## src/rtl/ofdm_rx_byte_packer.sv

```systemverilog
// Packs demapped OFDM carrier bits MSB-first into bytes and queues them in a
// small FIFO behind a valid/ready byte stream, with symbol/error/overflow status.
module ofdm_rx_byte_packer #(
  parameter int bits_per_carrier_c = 2,
  parameter int data_carriers_c    = 64,
  parameter int fifo_depth_c       = 16,
  parameter int sym_cnt_width_c    = 16
) (
  input  logic                          sys_clk,
  input  logic                          sys_rst,
  input  logic                          sys_init,
  input  logic [bits_per_carrier_c-1:0] rx_rcv_data,
  input  logic                          rx_rcv_data_valid,
  input  logic                          rx_rcv_data_start,
  output logic [7:0]                    byte_data,
  output logic                          byte_sof,
  output logic                          byte_valid,
  input  logic                          byte_ready,
  output logic [sym_cnt_width_c-1:0]    sym_count,
  output logic                          sym_err,
  output logic                          overflow
);

  localparam int W    = bits_per_carrier_c;
  localparam int BPB  = 8 / W;
  localparam int CC_W = $clog2(data_carriers_c + 1);
  localparam int BC_W = $clog2(BPB + 1);
  localparam int AW   = (fifo_depth_c > 1) ? $clog2(fifo_depth_c) : 1;

  typedef enum logic {WAIT_START, PACKING} state_t;

  typedef struct packed {
    logic       sof;
    logic [7:0] data;
  } ent_t;

  state_t                     state_q, state_d;
  logic [CC_W-1:0]            car_cnt_q, car_cnt_d;
  logic [BC_W-1:0]            bit_cnt_q, bit_cnt_d;
  logic [7:0]                 sr_q, sr_d;
  logic                       sof_pend_q, sof_pend_d;
  logic [sym_cnt_width_c-1:0] sym_cnt_q, sym_cnt_d;
  logic                       sym_err_q, sym_err_d;
  logic                       ovf_q;

  logic                       take, first, sof_cur, push;
  logic [7:0]                 sr_base;
  logic [7+W:0]               sr_wide;
  logic [BC_W-1:0]            bcnt_nxt;
  logic [CC_W-1:0]            ccnt_nxt;
  ent_t                       push_ent;

  // A start beat always opens a fresh symbol; in PACKING it also aborts the old one.
  always_comb begin
    state_d    = state_q;
    car_cnt_d  = car_cnt_q;
    bit_cnt_d  = bit_cnt_q;
    sr_d       = sr_q;
    sof_pend_d = sof_pend_q;
    sym_cnt_d  = sym_cnt_q;
    sym_err_d  = 1'b0;
    take       = 1'b0;
    first      = 1'b0;
    sof_cur    = 1'b0;
    push       = 1'b0;
    push_ent   = '0;
    sr_base    = sr_q;
    sr_wide    = '0;
    bcnt_nxt   = '0;
    ccnt_nxt   = '0;
    if (rx_rcv_data_valid) begin
      if (rx_rcv_data_start) begin
        take      = 1'b1;
        first     = 1'b1;
        sym_err_d = (state_q == PACKING);
      end else if (state_q == PACKING) begin
        take = 1'b1;
      end
    end
    if (take) begin
      // Discarded partial bits are cleared so they can never leak into a byte.
      sr_base  = first ? 8'h00 : sr_q;
      sr_wide  = {sr_base, rx_rcv_data};
      sr_d     = sr_wide[7:0];
      bcnt_nxt = first ? BC_W'(1) : bit_cnt_q + BC_W'(1);
      ccnt_nxt = first ? CC_W'(1) : car_cnt_q + CC_W'(1);
      sof_cur  = first | sof_pend_q;
      if (bcnt_nxt == BC_W'(BPB)) begin
        push       = 1'b1;
        push_ent   = '{sof: sof_cur, data: sr_wide[7:0]};
        bit_cnt_d  = '0;
        sof_pend_d = 1'b0;
      end else begin
        bit_cnt_d  = bcnt_nxt;
        sof_pend_d = sof_cur;
      end
      if (ccnt_nxt == CC_W'(data_carriers_c)) begin
        car_cnt_d = '0;
        state_d   = WAIT_START;
        sym_cnt_d = sym_cnt_q + 1'b1;
      end else begin
        car_cnt_d = ccnt_nxt;
        state_d   = PACKING;
      end
    end
  end

  // Byte FIFO: pointers carry one extra wrap bit to tell full from empty.
  ent_t        mem [fifo_depth_c];
  logic [AW:0] wr_ptr_q, rd_ptr_q;
  logic        empty, full, pop, wr_en, ovf_set;
  ent_t        head;

  assign empty   = (wr_ptr_q == rd_ptr_q);
  assign full    = (wr_ptr_q[AW] != rd_ptr_q[AW]) &&
                   (wr_ptr_q[AW-1:0] == rd_ptr_q[AW-1:0]);
  assign pop     = !empty && byte_ready;
  assign wr_en   = push && (!full || pop);
  assign ovf_set = push && full && !pop;
  assign head    = mem[rd_ptr_q[AW-1:0]];

  always_ff @(posedge sys_clk) begin
    if (wr_en && !sys_init) mem[wr_ptr_q[AW-1:0]] <= push_ent;
  end

  always_ff @(posedge sys_clk or posedge sys_rst) begin
    if (sys_rst) begin
      state_q    <= WAIT_START;
      car_cnt_q  <= '0;
      bit_cnt_q  <= '0;
      sr_q       <= '0;
      sof_pend_q <= 1'b0;
      sym_cnt_q  <= '0;
      sym_err_q  <= 1'b0;
      ovf_q      <= 1'b0;
      wr_ptr_q   <= '0;
      rd_ptr_q   <= '0;
    end else if (sys_init) begin
      state_q    <= WAIT_START;
      car_cnt_q  <= '0;
      bit_cnt_q  <= '0;
      sr_q       <= '0;
      sof_pend_q <= 1'b0;
      sym_cnt_q  <= '0;
      sym_err_q  <= 1'b0;
      ovf_q      <= 1'b0;
      wr_ptr_q   <= '0;
      rd_ptr_q   <= '0;
    end else begin
      state_q    <= state_d;
      car_cnt_q  <= car_cnt_d;
      bit_cnt_q  <= bit_cnt_d;
      sr_q       <= sr_d;
      sof_pend_q <= sof_pend_d;
      sym_cnt_q  <= sym_cnt_d;
      sym_err_q  <= sym_err_d;
      ovf_q      <= ovf_q | ovf_set;
      if (wr_en) wr_ptr_q <= wr_ptr_q + 1'b1;
      if (pop)   rd_ptr_q <= rd_ptr_q + 1'b1;
    end
  end

  assign byte_valid = !empty;
  assign byte_data  = empty ? 8'h00 : head.data;
  assign byte_sof   = !empty && head.sof;
  assign sym_count  = sym_cnt_q;
  assign sym_err    = sym_err_q;
  assign overflow   = ovf_q;

endmodule

```

## config.mk

```make
export PLATFORM = sky130hd
export DESIGN_NAME = ofdm_rx_byte_packer
export DESIGN_NICKNAME = d
export VERILOG_FILES = /design/src/rtl/ofdm_rx_byte_packer.sv
export SDC_FILE = /design/constraint.sdc
export NUM_CORES = 1
export LEC_CHECK = 0
export CAP_MARGIN = 25
export CELL_PAD_IN_SITES_DETAIL_PLACEMENT = 1
export CELL_PAD_IN_SITES_GLOBAL_PLACEMENT = 2
export CORE_MARGIN = 1
export CORE_UTILIZATION = 45
export DETAILED_ROUTE_END_ITERATION = 8
export PLACE_DENSITY = 0.89
export SETUP_SLACK_MARGIN = 0.1
export SLEW_MARGIN = 10
export SYNTH_ARGS = -nofsm -noshare
export SYNTH_HDL_FRONTEND = slang
export SYNTH_SLANG_ARGS = --single-unit
```

## constraint.sdc

```tcl
create_clock -name sys_clk -period 3.9 [get_ports sys_clk]
set_input_delay 0.975 -clock sys_clk [delete_from_list [all_inputs] [get_ports sys_clk]]
set_output_delay 0.975 -clock sys_clk [all_outputs]
set_load 0.01 [all_outputs]
```

======== Word-level counts from Yosys, hierarchy flattened ========
Memory sizes are Yosys's and may differ from the RTL's.
Index checks and enable logic that the tools add are counted.
word-level totals
  register bits ........................... 46
  memory bits (writable) .................. 144
  logic and storage cells ................. 80
  memories ................................ 1
memories
  memory  words  bits a word  read ports  clocked after memory_dff  wr ports  line  RTL
  mem     16     9            1           0                         1         109   ent_t mem [fifo_depth_c];
cells by class
  $add $sub $neg .......................... 5
  eq/ne operators ......................... 5
  multiplexer cells ....................... 40
  bitwise operators ....................... 2
  reductions and logical operators ........ 17
operators with widths
  cell                   count
  $mux 16                3
  $mux 7                 4
  $mux 5                 4
  $mux 1                 19
  $mux 6                 3
  $mux 9                 2
  $add 16x1->16 const B  1
  $mux 3                 4
  $add 5x1->5 const B    2
  $mux 8                 1
  $reduce_bool 2->1      4
  $add 7x1->7 const B    1
  $eq 7x7->1 const B     1
  $logic_and 1x1->1      7
  $eq 5x5->1             1
  $eq 4x4->1             1
  $logic_not 1->1        4
  $add 3x1->3 const B    1
  $eq 3x3->1 const B     1
  $or 1x1->1             2
  $reduce_and 2->1       1
  $logic_or 1x1->1       1
  $ne 1x1->1             1

======== Longest topological paths before layout ========
  word-level depth ........................ 10
  gate-level depth with buffers ........... 8

======== Least setup slack after synthesis ========
OpenSTA, ideal clock, no wires.
  kind .................................... input to register
  start point ............................. in rx_rcv_data_valid
  end point ............................... mem mem[0][0] (netlist name), enable pin
  library setup time ...................... 0.387 ns
  data arrival time ....................... 2.942 ns
  required time ........................... 3.513 ns
  slack ................................... 0.571 ns
  cell stages on the path ................. 7
  cells stage by stage .................... and2_1 > buf_6 > nor4_1 > o31a_1 > nor2b_1 > nand2_1 > nor3_1
on the way
  longest elaborated chain between the ends .. 9
  elaborated cells between the ends (all ways) .. 10
  those cells by class .................... eq/ne (1); mux (7); reduce/logical (2)
ends and longest elaborated chain
  element                         line  RTL
  start, declared                 13    input logic rx_rcv_data_valid,
  $mux 1                          71    if (rx_rcv_data_valid) begin
  $mux 3                          85    bcnt_nxt = first ? BC_W'(1) : bit_cnt_q + BC_W'(1);
  $eq 3x3->1                      88    if (bcnt_nxt == BC_W'(BPB)) begin
  $mux 1                          88
  $mux 1 *                        80    if (take) begin
  $logic_and 1x1->1 *             118   assign wr_en = push && (!full || pop);
  $logic_and 1x1->1 *             123   if (wr_en && !sys_init) mem[wr_ptr_q[AW-1:0]] <= push_ent;
  $mux 1 *                        123
  $mux 1 (not written as such) *  123
  end, declared                   109
Every way passes the cells marked *; elsewhere a longest branch is shown, timed or not.

======== Worst setup path after layout ========
  start point ............................. reg rd_ptr_q[0]
  end point ............................... out byte_data[5]
on the way
  longest elaborated chain between the ends .. 2
  elaborated cells between the ends (all ways) .. 3
  those cells by class .................... eq/ne (1); mux (1); memory (1)
ends and longest elaborated chain
  element                                            line  RTL
  start, declared                                    110   logic [AW:0] wr_ptr_q, rd_ptr_q;
  start signal, assigned                             159   if (pop) rd_ptr_q <= rd_ptr_q + 1'b1;
  $mem_v2 16x9 / $eq 5x5->1 (equally long branches)  --
  $mux 8 *                                           164   assign byte_data = empty ? 8'h00 : head.data;
  end, declared                                      15    output logic [7:0] byte_data,
Marks and branches as above.

==> flow_summary.ini <==
[run_status]
outcome = complete, no violations

[sta]
hold_slack_ns = 0.515
fin_skew_ns = 0.0130
rsz0062_at_grt = yes
finalCritPeriodShare_pct = 96.2
setup_ws_ns = 0.148
max_freq_ghz = 0.267
setup_viol = 0
final_hold_viol_count = 0
tightest_slew_ns = 0.780
maxSlewHeadroom_pct = 48.0
fin_setup_tns_ns = 0
slew_violations = 0
fin_crit_ns = 3.75

[cells_and_area]
seq_area_sq_mm = 0.00548
fill_cells = 1636
area_growth_pct = 18.2
fin_util_pct = 54.8
multiInputGateArea_sq_mm = 0.00245
fin_nets = 585
drive_gt1_share_pct = 19.9
diodes = 0

[cts]
clk_latency_ns = 0.43
cts_tree = done
path_clk_slew_ns = 0.07
htree_levels = 4
cts_sinks = 190
cts_made_buffers = 17
clk_path_buf_depth = 2
clockRootBuffer = clkbuf_16

[critical_path]
path_cells = buf_4, buf_16, mux4_2, mux4_2, and2_1, clkdlybuf4s50_1
critPathMaxFanout = 10
crit_type = reg -> out
cp-startpoint = rd_ptr_q[0]
crit_arrival_ns = 2.78
slowest_delay_ns = 0.55
cp_common_cell = mux4_2
cp.required_ns = 2.92
reg2reg_from = car_cnt_q[0]
startpoint_type = flop
path_buf_inv = 3
cp-end-kind = output pin
cp_slowest_cell = mux4_2
crit_family = multiplexers

[yosys]
async_flop_share_pct = 24.2
synth_top_area_share_pct = 53.7
synth_seq_cells = 190
synthCells = 506
ys_seq_area_share_pct = 68.0
synth_edf_count = 144
synth_nets = 522
ys_warn_count = 0
yosysUniqueCellTypes = 46
yosysTopAreaCell = edfxtp_1
synth_area_per_cell_sq_um = 15.9
synth_area_leaders = edfxtp_1 (54%), dfrtp_1 (14%), mux4_2 (13%)
ys.flop_type = edfxtp_1
netlist_area_sq_mm = 0.00805

[global_routing]
track_usage_pct = 21.7
grt_pass1_vias = 4883
antenna_found_initial = 1
grt_max_degree = 48
grt_pass1_wl_microns = 28300
grt_overflow = 0

[die]
num_rows = 48
core_sq_mm = 0.0174
io_pins = 36
die_height_microns = 136
dieArea_sq_mm = 0.0184
die_x_microns = 136
initial_core_util_pct = 46.4

[detailed_routing]
drtIter0Drc = 237
drt-total-wl_microns = 18400
routedWlPerCell_microns = 22.7
via_count = 4569
viasPerCell = 5.66
drtAntennaViolNets = 0
drt_first_pass_iters = 5
drc = 0

[placed_design]
dp_hpwl_microns = 12100
dp_slack_ns = 0.152
port-buffer-count = 35
routabilityCongestion = 0.849

[power]
internal-power_mw = 3.14
pwr-share-seq_pct = 54.8
pwr-share-clk_pct = 43.7
combPwrFrac_pct = 1.6
ir_drop_v = 0.000285
switching_share_pct = 20.5
p_switching_mw = 0.809
powerDensity_mw_per_mm2 = 415
p_leak_nw = 3.42
fin_total_pwr_mw = 3.95

[hold_path]
hold_start = overflow
hp-class = reg -> reg

[flow_run]
cap_viol_max_count = 0
==> cells by family after synthesis <==
group / after synthesis / synth area share, %
DFF: 190 / 68.0
AOI/OAI and AO/OA: 53 / 3.96
adders and majority gates: 8 / 1.24
xor gates and xnor gates: 22 / 2.39
muxes: 47 / 12.9
buffers and inverters: 31 / 1.59
and+or+nand+nor: 155 / 9.95
==> final timing paths <==
kind / slack, ns / cells past startpoint / to
hold / removal: 0.52 / 2 / overflow
setup / recovery: 0.15 / 6 / byte_data[5]
setup reg to reg: 1.03 / 7 / sym_count[6]
min in group asynchronous: 0.83 / 2 / sym_count[4]
max in group asynchronous: 2.57 / 3 / wr_ptr_q[1]
hold reg to reg: 0.52 / 2 / overflow
==> power groups by stage <==
stage          Sequential (mW)  Clock, mW  Combinational [mW]
3_3_place_gp              2.21          0              0.0578
2_1_floorplan             2.20          0              0.0377
4_1_cts                   2.16       1.75              0.0602
5_1_grt                   2.16       1.82              0.0681
3_5_place_dp              2.21          0              0.0591
6_report                  2.16       1.72              0.0613
==> cell usage after synthesis, drive strengths merged (2+ instances only) <==
| cell | count |
|---|---|
| and4 | 2 |
| clkbuf | 16 |
| dfrtp | 46 |
| or3 | 11 |
| o211ai | 2 |
| nor2 | 50 |
| xor2 | 9 |
| edfxtp | 144 |
| or2 | 2 |
| and3 | 2 |
| nor2b | 3 |
| o21ai | 13 |
| nor4 | 5 |
| and2 | 19 |
| nand2 | 22 |
| xnor2 | 13 |
| a211oi | 2 |
| nand2b | 4 |
| nand3 | 15 |
| or4 | 2 |
| inv | 7 |
| mux4 | 45 |
| ha | 8 |
| nand4 | 4 |
| a22oi | 6 |
| a21oi | 24 |
| buf | 8 |
| nor3 | 8 |
| nand3b | 2 |
==> cell type report <==
type	count	share of cell area [%]
Tap cell	225	2.96
Clock inverter	13	1.66
Sequential cell	190	57.6
Multi-Input combinational cell	285	25.7
Timing Repair Buffer	68	7.25
Clock buffer	19	4.55
Inverter	7	0.276
==> metrics by stage <==
step | area (sq um) | instances
4_1_cts | 9450 | 804
3_5_place_dp | 8790 | 768
5_1_grt | 9510 | 807
6_report | 9510 | 807
3_3_place_gp | 8790 | 768
2_1_floorplan | 8050 | 506
==> placed cells by master, fill, tap and decap left out, types with 9 or more instances in the layout <==
cell,netlist,final
a21oi_1,24,24
and2_1,19,19
buf_4,0,28
clkbuf_16,0,18
clkdlybuf4s50_1,0,27
dfrtp_1,46,45
edfxtp_1,144,144
mux4_2,45,45
nand2_1,22,22
nand3_1,15,15
nor2_1,50,50
o21ai_0,13,12
or3_1,10,10
xnor2_1,13,13
xor2_1,9,9
==> worst register-to-register path, cell delays in order, from the launching register on <==
cell       delay (ns)
dfrtp_1          0.43
ha_1             0.33
or2b_1           0.26
nor4_4           0.28
o2111ai_2        0.25
or3_4            0.51
or4_1            0.52
a21oi_1          0.18
==> flip-flops by register name, indices dropped and copies added (netlist names) <==
name,count
bit_cnt_q,3
sym_err,1
state_q,1
mem,144
sr_q,6
sym_count,16
car_cnt_q,7
rd_ptr_q,5
overflow,1
wr_ptr_q,5
sof_pend_q,1
==> metal layers <==
metal	track usage, %	up-vias	share of wire (%)
met5	0	-	0.065
met4	8.05	2	2.8
met3	5.72	34	6.8
met2	37.8	131	52
met1	25.6	2335	38
li1	-	2067	-
==> repair_timing <==
| action | CTS | global route |
|---|---|---|
| buffers inserted | 2 | 1 |
| hold buffers | 0 | 0 |
| hold endpoints to repair | 0 | 0 |
| endpoints found under the setup margin | 9 | 6 |
| pin swaps | 0 | 0 |
| cloned | 2 | 1 |
| gates resized for setup | 4 | 6 |
Note: power is estimated with default switching activity, not from simulation.
